File: src/rtl/mem_stage.sv
// mem_stage: memory-access pipeline stage between execute and write-back.
//
// Runs one data-memory transaction per load/store over a req/gnt/rvalid
// handshake. Loads are aligned and extended. Stores are lane-shifted. The
// write-back triple is registered on every clock.
//
// Ports:
//   clk, rst_n                 clock and synchronous active-low reset
//   m_regfile_*_i              write-back target, ALU result or store data, write enable
//   m_data_wr_i / m_data_rd_i  store / load
//   m_data_addr_i              byte address
//   m_data_write_transfer_i    access size (0 byte, 1 half, 2 word)
//   m_is_load_store_i          memory instruction present
//   m_LOAD_op_i                load extension (funct3)
//   data_*                     data-memory bus (req/gnt/rvalid handshake)
//   w_regfile_*_o              registered write-back
//   m_stall_o                  freeze upstream stages while the access is in flight
//   m_misaligned_o             one-cycle pulse for a misaligned access
module mem_stage (
    input  logic        clk,
    input  logic        rst_n,
    input  logic [4:0]  m_regfile_waddr_i,
    input  logic [31:0] m_regfile_rd_i,
    input  logic        m_regfile_wr_i,
    input  logic        m_data_wr_i,
    input  logic        m_data_rd_i,
    input  logic [31:0] m_data_addr_i,
    input  logic [1:0]  m_data_write_transfer_i,
    input  logic        m_is_load_store_i,
    input  logic [2:0]  m_LOAD_op_i,
    output logic        data_req_o,
    input  logic        data_gnt_i,
    input  logic        data_rvalid_i,
    output logic        data_we_o,
    output logic [3:0]  data_be_o,
    output logic [31:0] data_addr_o,
    output logic [31:0] data_wdata_o,
    input  logic [31:0] data_rdata_i,
    output logic [4:0]  w_regfile_waddr_o,
    output logic [31:0] w_regfile_wd_o,
    output logic        w_regfile_wr_o,
    output logic        m_stall_o,
    output logic        m_misaligned_o
);

    typedef enum logic [1:0] {IDLE, REQ, WAIT} state_t;

    state_t      state, state_nxt;
    logic [1:0]  off;
    logic        misaligned;
    logic        mem_go;     // aligned memory op that must hit the bus
    logic        done;       // response accepted this cycle
    logic [3:0]  be;
    logic [31:0] rdata_sh;
    logic [31:0] load_data;

    assign off = m_data_addr_i[1:0];

    always_comb begin
        misaligned = 1'b0;
        if (m_is_load_store_i) begin
            if (m_data_write_transfer_i == 2'd1)
                misaligned = off[0];
            else if (m_data_write_transfer_i == 2'd2)
                misaligned = (off != 2'b00);
        end
    end

    assign mem_go = m_is_load_store_i && !misaligned;
    // rvalid only counts in WAIT. A stray response in IDLE/REQ is ignored.
    assign done   = (state == WAIT) && data_rvalid_i;

    // FSM: state register
    always_ff @(posedge clk) begin
        if (!rst_n) state <= IDLE;
        else        state <= state_nxt;
    end

    // FSM: next state and request
    always_comb begin
        state_nxt  = state;
        data_req_o = 1'b0;
        case (state)
            IDLE: begin
                if (mem_go) begin
                    data_req_o = 1'b1;
                    state_nxt  = data_gnt_i ? WAIT : REQ;
                end
            end
            REQ: begin
                data_req_o = 1'b1;
                if (data_gnt_i) state_nxt = WAIT;
            end
            WAIT: begin
                if (data_rvalid_i) state_nxt = IDLE;
            end
            default: state_nxt = IDLE;
        endcase
    end

    always_comb begin
        case (m_data_write_transfer_i)
            2'd0:    be = 4'b0001 << off;
            2'd1:    be = 4'b0011 << {off[1], 1'b0};
            2'd2:    be = 4'b1111;
            default: be = 4'b0000;
        endcase
    end

    // Upstream holds its outputs while stalled, so request fields come
    // straight from the inputs and stay stable for the whole transaction.
    assign data_be_o    = mem_go ? be : 4'b0000;
    assign data_we_o    = mem_go && m_data_wr_i;
    assign data_addr_o  = {m_data_addr_i[31:2], 2'b00};
    assign data_wdata_o = m_regfile_rd_i << {off, 3'b000};
    assign m_stall_o    = mem_go && !done;

    assign rdata_sh = data_rdata_i >> {off, 3'b000};

    always_comb begin
        case (m_LOAD_op_i)
            3'd0:    load_data = {{24{rdata_sh[7]}},  rdata_sh[7:0]};
            3'd1:    load_data = {{16{rdata_sh[15]}}, rdata_sh[15:0]};
            3'd2:    load_data = rdata_sh;
            3'd4:    load_data = {24'b0, rdata_sh[7:0]};
            3'd5:    load_data = {16'b0, rdata_sh[15:0]};
            default: load_data = 32'b0;
        endcase
    end

    // Write-back register. Every cycle that is not a finished op is a bubble.
    always_ff @(posedge clk) begin
        if (!rst_n) begin
            w_regfile_waddr_o <= 5'b0;
            w_regfile_wd_o    <= 32'b0;
            w_regfile_wr_o    <= 1'b0;
            m_misaligned_o    <= 1'b0;
        end else begin
            m_misaligned_o    <= misaligned;
            w_regfile_waddr_o <= m_regfile_waddr_i;
            if (!m_is_load_store_i) begin
                w_regfile_wd_o <= m_regfile_rd_i;
                w_regfile_wr_o <= m_regfile_wr_i;
            end else if (mem_go && done && !m_data_wr_i) begin
                w_regfile_wd_o <= load_data;
                w_regfile_wr_o <= m_regfile_wr_i;
            end else begin
                w_regfile_wr_o <= 1'b0;
            end
        end
    end

endmodule

File: config.mk
export PLATFORM = sky130hd
export DESIGN_NAME = mem_stage
export DESIGN_NICKNAME = d
export VERILOG_FILES = /design/src/rtl/mem_stage.sv
export SDC_FILE = /design/constraint.sdc
export NUM_CORES = 1
export LEC_CHECK = 0
export ABC_AREA = 1
export BUFFER_PORTS_ARGS = -buffer_cell sky130_fd_sc_hd__buf_2
export CAP_MARGIN = 10
export CORE_ASPECT_RATIO = 1.5
export CORE_MARGIN = 5
export CORE_UTILIZATION = 40
export DETAILED_ROUTE_END_ITERATION = 7
export PLACE_DENSITY = 0.8
export SYNTH_ARGS = -nofsm -noshare
export SYNTH_HDL_FRONTEND = slang
export SYNTH_SLANG_ARGS = --single-unit
File: constraint.sdc
create_clock -name clk -period 1.3 [get_ports clk]
set_clock_uncertainty 0.05 [all_clocks]
set_input_delay 0.065 -clock clk [delete_from_list [all_inputs] [get_ports clk]]
set_output_delay 0.065 -clock clk [all_outputs]
set_load 0.1 [all_outputs]
# After elaboration in Yosys (flattened, before gate mapping)
# Cells that the tools add are included.
dict set report word_totals {
  reg_bits 41
  latch_bits 0
  mem_bits_rw 0
  romBits 0
  input_bits 114
  out_inout_bits 110
  elab_cells 52
  mem_count 0
}
dict set report op_classes {
  addsub 0
  multipliers 0
  div 0
  order_cmp 0
  eq_ne 12
  shift 4
  muxes 17
  bitwise_logic 0
  reduce_logical 14
}
# operator count
set op_table {}
lappend op_table {{$pmux W32 S5} 1}
lappend op_table {{$mux W32} 2}
lappend op_table {{$shl A32 B5 Y32} 1}
lappend op_table {{$shr A32 B5 Y32} 1}
lappend op_table {{$pmux W4 S3} 1}
lappend op_table {{$mux W2} 4}
lappend op_table {{$eq A3 B3 Y1 const B} 2}
lappend op_table {{$logic_and A1 B1 Y1} 6}
lappend op_table {{$mux W1} 6}
lappend op_table {{$ne A2 B2 Y1 const B} 3}
lappend op_table {{$pmux W2 S3} 1}
lappend op_table {{$eq A2 B1 Y1 const B} 2}
lappend op_table {{$eq A2 B2 Y1 const B} 2}
lappend op_table {{$logic_not A2 Y1} 2}
lappend op_table {{$mux W4} 1}
lappend op_table {{$shl A1 B2 Y4 const A} 1}
lappend op_table {{$shl A2 B2 Y4 const A} 1}
lappend op_table {{$eq A3 B1 Y1 const B} 1}
lappend op_table {{$eq A3 B2 Y1 const B} 1}
lappend op_table {{$logic_not A1 Y1} 3}
lappend op_table {{$logic_not A3 Y1} 1}
lappend op_table {{$reduce_and A3 Y1} 1}
lappend op_table {{$ne A2 B1 Y1 const B} 1}
lappend op_table {{$pmux W1 S2} 1}
lappend op_table {{$reduce_bool A2 Y1} 1}

# Logic depth before layout (Yosys ltp)
# Gate-level depths: netlist (run 1).
dict set report depth {
  depth_word 10
  ltp_mapped 12
  depth_no_buf 9
}

# Worst setup path after synthesis (run 1)
# No wires, ideal clock.
dict set report synth_timing {
  path_type {input -> output}
  start {in m_data_addr_i[0]}
  end {out data_wdata_o[24]}
  arrival_time_ns 2.783
  required_ns 1.185
  setup_slack_ns -1.598
  stages 5
  path_buffers 3
  path_cell_list {buf_6 buf_2 buf_2 o21ai_0 o21ai_0}
}
dict set report synth_between {
  elab_chain_len 1
}
# element line_no
set synth_rtl {}
lappend synth_rtl {{start, declared} 27} ;# input logic [31:0] m_data_addr_i,
lappend synth_rtl {{$shl A32 B5 Y32} 115} ;# assign data_wdata_o = m_regfile_rd_i << {off, 3'b000};
lappend synth_rtl {{end, declared} 37} ;# output logic [31:0] data_wdata_o,
# No other way between the ends.

# Worst setup path in the final report (run 1)
dict set report layout_timing {
  start {reg state[1]}
  end {reg w_regfile_wd_o[11]}
}
dict set report layout_between {
  elab_chain_len 5
}
# element line_no
set layout_rtl {}
lappend layout_rtl {{start, declared} 48} ;# state_t state, state_nxt;
lappend layout_rtl {{start signal, assigned} 76} ;# else state <= state_nxt;
lappend layout_rtl {{$eq A2 B2 Y1} 71} ;# assign done = (state == WAIT) && data_rvalid_i;
lappend layout_rtl {{$logic_and A1 B1 Y1} 71}
lappend layout_rtl {{$logic_and A1 B1 Y1 (2 in a row)} 144} ;# end else if (mem_go && done && !m_data_wr_i) begin
lappend layout_rtl {{$ne A2 B1 Y1 (no line)} -}
lappend layout_rtl {{end signal, assigned} 142} ;# w_regfile_wd_o <= m_regfile_rd_i;
lappend layout_rtl {{end signal, assigned} 145} ;# w_regfile_wd_o <= load_data;
lappend layout_rtl {{end, declared} 40} ;# output logic [31:0] w_regfile_wd_o,
# No other way between the ends.
# A chain may end at the register's enable or synchronous reset.

==> impl_table.tex, run 1 <==
\begin{tabular}{lr}
\hline
Metric & Value \\
\hline
\multicolumn{2}{l}{\textbf{Global route}} \\
Residual overflow from global routing & 0 \\
Number of global-route vias before repair & 4958 \\
Pin count of the biggest net entering global routing & 29 \\
Initial antenna violation count & 0 \\
Overall routing resource usage & 0.288 \\
Global-route wire length before repair & 25300 µm \\
\multicolumn{2}{l}{\textbf{Floorplanning}} \\
IO Pins & 224 \\
Die Span Y & 127 µm \\
Die Outline Area & 11200 µm² \\
Placement row count & 42 \\
Initial Utilization & 0.412 \\
Overall die width & 88.1 µm \\
Core Box Area & 8880 µm² \\
\multicolumn{2}{l}{\textbf{Setup path}} \\
CP dominant cell by count & nand2\_4 \\
Critical Path Start Type & flop \\
Element type at the critical path end & flop \\
Master of the slowest instance on the critical path & dfxtp\_4 \\
Max Fanout on Critical Path & 5 \\
CP Cell Sequence & nand2\_4 > nor3\_4 > nand2\_4 > buf\_12 > buf\_6 > nand3\_2 > nand2\_2 > nor2\_2 > nor2\_1 \\
Setup CP Type & flop to flop \\
Slowest Stage Delay on Critical Path & 0.36 ns \\
Reg2Reg Depth & 9 \\
Data required, critical path & 1.43 ns \\
Data arrival time of the worst path & 1.55 ns \\
\multicolumn{2}{l}{\textbf{Synthesis}} \\
XOR/XNOR share of the synthesized area & 0 \\
Share of synthesized cell area in and, or, nand and nor gates & 0.441 \\
Adder and majority gate portion of the synthesized area & 0 \\
Post-synth top cells & nand2\_1 (225), nand3\_1 (59), nor2\_1 (51) \\
Netlist area before placement & 3660 µm² \\
Largest family of logic cells by synthesized area & simple AND/OR/NAND/NOR gates \\
Distinct cell type count of the synthesized netlist & 34 \\
Proportion of register bits with asynchronous set or reset after synthesis & 0 \\
Dominant cell type by area after synthesis & nand2\_1 \\
Syn. warnings & 0 \\
Most common cell in the netlist & nand2\_1 \\
Syn\_area\_per\_cell & 6.01 µm² \\
Post-synthesis register bit count & 41 \\
EDFF count, synth & 0 \\
Compound-cell area share of the yosys netlist & 0.149 \\
Synthesized netlist cell count & 609 \\
Ranking of synthesized cells by area & nand2\_1 (23\%), dfxtp\_1 (22\%), nand3\_1 (8.1\%) \\
Dominant register cell in the synthesized netlist & dfxtp\_1 \\
Share of synthesized area spent on multiplexers & 0 \\
Sequential cell area fraction in the yosys report & 0.224 \\
Top-area cell type share of the netlist area & 0.231 \\
\multicolumn{2}{l}{\textbf{STA}} \\
Number of max-slew violations in the final report & 0 \\
Hold Vio Cnt, Final & 0 \\
RSZ-0062 raised after global routing & true \\
Max\_slew headroom & 0.652 \\
Final worst slack & -0.123 ns \\
Highest clock frequency the design can meet & 0.703 GHz \\
Post-route clock period utilization & 1.09 \\
Time the final worst path needs with I/O delays and setup & 1.42 ns \\
Setup violators final & 33 \\
Worst slew pin tran & 0.525 ns \\
Minimum hold slack & 0.0201 ns \\
\multicolumn{2}{l}{\textbf{Run status}} \\
Failing checks & setup timing \\
Run status & finished with violations \\
\multicolumn{2}{l}{\textbf{Finish}} \\
Area taken by multi-input logic gates & 2660 µm² \\
Share of cells above drive strength 1 & 0.524 \\
Area of all placed cells without fillers & 6010 µm² \\
Antenna Diode Count & 0 \\
Number of nets in the layout & 892 \\
Fill count & 686 \\
Synthesis-to-layout area growth & 64.3\% \\
FF/Latch Area & 851 µm² \\
Final standard cell utilization of the core & 0.677 \\
\multicolumn{2}{l}{\textbf{Placed design}} \\
Buffers on Ports & 160 \\
Detailed placer's ending HPWL & 12600 µm \\
Weighted congestion reported at the end of routability-driven placement & 0.953 \\
Post-detailed-placement cell area & 5560 µm² \\
Pre-CTS worst setup slack & -0.185 ns \\
\multicolumn{2}{l}{\textbf{Drt}} \\
Residual antenna-violating net count after detailed routing & 0 \\
Vias/cell & 5.39 \\
Detailed-route wire length per cell & 18.2 µm \\
Vias after detailed routing & 4788 \\
Wirelength, routed & 16200 µm \\
Iteration count of the initial detailed-routing pass & 5 \\
Detailed Route Iter0 Violations & 360 \\
Number of remaining DRC errors & 0 \\
\multicolumn{2}{l}{\textbf{Clocking}} \\
Total CTS buffers & 5 \\
TritonCTS sink count & 41 \\
Clock insertion delay at the later pin of the skew report & 0.28 ns \\
Bufs on Longest Clock Path & 2 \\
Number of H-tree branching levels & 2 \\
Clock edge transition at the registers on the reported setup and hold paths & 0.06 ns \\
Root buf cell & clkbuf\_16 \\
CTS tree & done \\
\multicolumn{2}{l}{\textbf{Flow run}} \\
Max-cap violations & 0 \\
\multicolumn{2}{l}{\textbf{Power}} \\
Leakage power summed over all cells & 3.01 nW \\
Pwr Density & 943 nW/µm² \\
VDD IR-drop max & 0.000919 V \\
\multicolumn{2}{l}{\textbf{Min path}} \\
Cell count of the worst hold path & 3 \\
Hold/Removal Path Class & input pin to flop \\
\hline
\end{tabular}
[cell type report]
type | instances | share of cell area
Multi-Input combinational cell | 451 | 0.441
Sequential cell | 41 | 0.141
Timing Repair inverter | 1 | 0.00146
Clock inverter | 3 | 0.00291
Timing Repair Buffer | 224 | 0.330
Tap cell | 110 | 0.0229
Inverter | 54 | 0.0387
Clock buffer | 5 | 0.0208
[path summary, 6_finish.rpt]
| kind | from | to | slack (ns) |
|---|---|---|---|
| setup reg to reg | state[1] | w_regfile_wd_o[11] | -0.12 |
| setup / recovery | state[1] | w_regfile_wd_o[11] | -0.12 |
| hold reg to reg | w_regfile_wd_o[5] | w_regfile_wd_o[5] | 0.41 |
| hold / removal | rst_n | w_regfile_waddr_o[1] | 0.02 |
[kinds of logic (layout without fill, tap and decap cells)]
| logic type | Yosys count | after routing |
|---|---|---|
| buffers and inverters | 119 | 287 |
| and+or+nand+nor | 367 | 368 |
| other | 1 | 2 |
| DFF | 41 | 41 |
| AOI/OAI and AO/OA | 81 | 81 |
[sequential cells by signal, summed over array words and instances (netlist names)]
signal and cells:
state 2, w_regfile_wr_o 1, w_regfile_wd_o 32, w_regfile_waddr_o 5, m_misaligned_o 1
[through the flow]
stage | total power [W] | cells | TNS (ns)
final | 0.00567 | 889 | -2.86
after global routing | 0.00585 | 889 | -5.28
after CTS | 0.00562 | 887 | -1.49
after detailed placement | 0.00434 | 865 | -6.27
after global placement | 0.00432 | 865 | -4.60
after floorplan | 0.00383 | 610 | -5.34
[worst max-delay path: cells and delay by family (launching register included)]
| family | cells | cell delay [ns] |
|---|---|---|
| buf+inv | 2 | 0.27 |
| simple gates | 7 | 0.64 |
| flops | 1 | 0.36 |
[power breakdown]
group | switching (W) | internal, W | leakage, nW
Sequential | 0.0000450 | 0.00134 | 0.346
Combinational | 0.00213 | 0.000929 | 2.59
Clock | 0.000524 | 0.000704 | 0.0696
Total | 0.00270 | 0.00297 | 3.01
[placed cells by master, fill, tap and decap left out, drive strengths merged]
master       synthesis  final
a21oi               38     38
dlygate4sd3          0      7
inv                 51     51
a31oi                2      2
clkbuf               8      5
a22oi               15     15
nor3                 2      2
and2                 1      1
buf                 57    217
o21ai               26     26
clkinv               3      6
nand3               71     72
conb                 1      2
nand2              238    238
clkinvlp             0      1
nor2                54     54
dfxtp               41     41
and3                 1      1
[timing repair]
item,4_1_cts,5_1_grt
cloned,2,0
resized for setup,23,26
hold endpoints to repair,7,0
endpoints found under the setup margin,53,48
pin swaps,14,7
buffers inserted,5,2
hold buffers,7,0
[metal layers]
layer  up-vias  track usage  wire, µm  share of wire
met2       296        0.501      8100           0.50
met5         -            0         0              0
met3       112       0.0470      1390          0.086
met1      2146        0.309      5280           0.33
met4         0        0.203      1390          0.086
li1       2234            -         -              -
No activity file was read; power rests on OpenSTA's default activity.
==> run 2, diff against run 1 <==
--- a/config.mk
+++ b/config.mk
@@ -9,3 +9,2 @@
 export BUFFER_PORTS_ARGS = -buffer_cell sky130_fd_sc_hd__buf_2
-export CAP_MARGIN = 10
 export CORE_ASPECT_RATIO = 1.5
@@ -15,2 +14,3 @@
 export PLACE_DENSITY = 0.8
+export SLEW_MARGIN = 30
 export SYNTH_ARGS = -nofsm -noshare
==> constraint.sdc (replaced) <==
create_clock -name clk -period 1.3 [get_ports clk]
set_clock_uncertainty 0.05 [all_clocks]
set_input_delay 0.195 -clock clk [delete_from_list [all_inputs] [get_ports clk]]
set_output_delay 0.195 -clock clk [all_outputs]
set_load 0.1 [all_outputs]
==> run 2 against run 1 <==
Against the previous run: the run still ends with setup timing left; flip-flop and latch count unchanged; highest routed layer unchanged; sequential share of layout area down 2.2 points; register-to-register slack lost 0.03 ns; largest power group unchanged; final cell count shrank 0.22%; maximum frequency is 3.9% lower; routed wire length up 18%; critical endpoint is now m_stall_o; worst setup slack worse by 0.058 ns; non-clock buffer count decreased by 5; critical path type is now input pin to primary output; via count grew 4.6%; power increased by 8.2%.
==> impl_table.tex, run 2 (synthesis results as in run 1) <==
\begin{tabular}{lr}
\hline
Metric & Value \\
\hline
\multicolumn{2}{l}{\textbf{STA}} \\
Highest clock frequency the design can meet & 0.675 GHz \\
Final worst slack & -0.181 ns \\
Hold Vio Cnt, Final & 0 \\
RSZ-0062 raised after global routing & true \\
Setup tns final & -6.40 ns \\
Time the final worst path needs with I/O delays and setup & 1.48 ns \\
Minimum hold slack & 0.0389 ns \\
Setup violators final & 73 \\
Number of max-slew violations in the final report & 0 \\
Post-route clock period utilization & 1.14 \\
\multicolumn{2}{l}{\textbf{Power}} \\
Pwr Density & 861 nW/µm² \\
VDD IR-drop max & 0.000659 V \\
Final Power & 0.00613 W \\
Leakage power summed over all cells & 3.39 nW \\
\multicolumn{2}{l}{\textbf{Finish}} \\
Number of nets in the layout & 889 \\
Share of cells above drive strength 1 & 0.617 \\
Synthesis-to-layout area growth & 94.6\% \\
Final standard cell utilization of the core & 0.802 \\
Largest register by flop count & w\_regfile\_wd\_o \\
Most frequent cells in the layout & nand2\_1 (165), buf\_2 (83), buf\_12 (83), nand3\_1 (44) \\
Max FFs per register & 32 \\
Most frequent standard cell in the layout excluding fill and tap cells & nand2\_1 \\
Biggest registers after layout & w\_regfile\_wd\_o (32), w\_regfile\_waddr\_o (5), state (2) \\
\multicolumn{2}{l}{\textbf{Setup path}} \\
Data arrival time of the worst path & 1.24 ns \\
Element type at the critical path end & primary output \\
Max Fanout on Critical Path & 8 \\
Data required, critical path & 1.05 ns \\
Setup CP Type & input pin to primary output \\
Critical Path Start Type & input pin \\
\multicolumn{2}{l}{\textbf{Run status}} \\
Failing checks & setup timing \\
Run status & finished with violations \\
\multicolumn{2}{l}{\textbf{Clocking}} \\
Root buf cell & clkbuf\_16 \\
Bufs on Longest Clock Path & 2 \\
CTS tree & done \\
Clock edge transition at the registers on the reported setup and hold paths & 0.06 ns \\
Clock insertion delay at the later pin of the skew report & 0.28 ns \\
Total CTS buffers & 5 \\
Number of H-tree branching levels & 2 \\
Cts-stage hold buffer count & 0 \\
TritonCTS sink count & 41 \\
\multicolumn{2}{l}{\textbf{Global route}} \\
Residual overflow from global routing & 0 \\
Initial antenna violation count & 1 \\
Overall routing resource usage & 0.307 \\
Pin count of the biggest net entering global routing & 33 \\
Global-route wire length before repair & 26500 µm \\
Number of global-route vias before repair & 5015 \\
\multicolumn{2}{l}{\textbf{Floorplanning}} \\
IO Pins & 224 \\
Placement row count & 42 \\
Die Outline Area & 11200 µm² \\
Core Box Area & 8880 µm² \\
Overall die width & 88.1 µm \\
Die Span Y & 127 µm \\
Initial Utilization & 0.412 \\
\multicolumn{2}{l}{\textbf{Flow run}} \\
Max-cap violations & 0 \\
\multicolumn{2}{l}{\textbf{Drt}} \\
Wirelength, routed & 19100 µm \\
Detailed-route wire length per cell & 21.6 µm \\
Residual antenna-violating net count after detailed routing & 0 \\
Number of remaining DRC errors & 0 \\
Vias/cell & 5.64 \\
Iteration count of the initial detailed-routing pass & 5 \\
Vias after detailed routing & 5006 \\
Detailed Route Iter0 Violations & 335 \\
\multicolumn{2}{l}{\textbf{Placed design}} \\
Detailed placer's ending HPWL & 13400 µm \\
Buffers on Ports & 160 \\
Weighted congestion reported at the end of routability-driven placement & 0.987 \\
\multicolumn{2}{l}{\textbf{Min path}} \\
Hold/Removal Path Class & input pin to flop \\
\hline
\end{tabular}
-- run 2: through the flow --
step / instances / setup WS, ns / area [µm²]
final: 887 / -0.181 / 7120
after global routing: 887 / -0.226 / 7120
after CTS: 883 / -0.161 / 6850
after detailed placement: 862 / -0.339 / 6310
after global placement: 862 / -0.327 / 6310
after floorplan: 610 / -0.252 / 4410
-- run 2: area by class of cell --
cell class | instances | area [µm²]
Fill cell | 512 | 1760
Antenna cell | 1 | 2.50
Clock buffer | 5 | 125
Timing Repair Buffer | 219 | 2550
Sequential cell | 41 | 851
Tap cell | 110 | 138
Inverter | 54 | 245
Multi-Input combinational cell | 451 | 3170
Timing Repair inverter | 3 | 31.3
Clock inverter | 3 | 17.5
-- run 2: what timing repair did --
item / CTS / global route
setup buffers: 8 / 3
pin swaps: 30 / 37
resized for setup: 67 / 74
setup endpoints to repair: 72 / 69
cloned: 5 / 1
-- run 2: per-layer routing --
metal,track usage,up-vias,part of all wire
li1,-,2243,-
met4,0.217,0,0.10
met2,0.552,336,0.50
met5,0,-,0
met3,0.0406,138,0.078
met1,0.318,2289,0.32
-- run 2: worst max-delay path, stage by stage --
cell and delay [ns]:
buf_12 0.12, nor2_4 0.25, inv_4 0.09, nand2_8 0.08
nand2_8 0.10, a31oi_4 0.19, buf_12 0.20
-- run 2: worst paths after layout --
check                        from                    to  slack (ns)  cells after the start
max              m_data_addr_i[0]             m_stall_o       -0.18                      7
min          m_regfile_waddr_i[0]  w_regfile_waddr_o[0]        0.04                      3
max reg2reg              state[0]    w_regfile_wd_o[11]       -0.15                      8
min reg2reg     w_regfile_wd_o[0]     w_regfile_wd_o[0]        0.45                      2
-- run 2: where the power goes --
part	switching, W	total (W)	internal, W	leakage, nW
Sequential	0.0000933	0.00143	0.00134	0.346
Clock	0.000523	0.00123	0.000704	0.0696
Combinational	0.00229	0.00347	0.00118	2.97
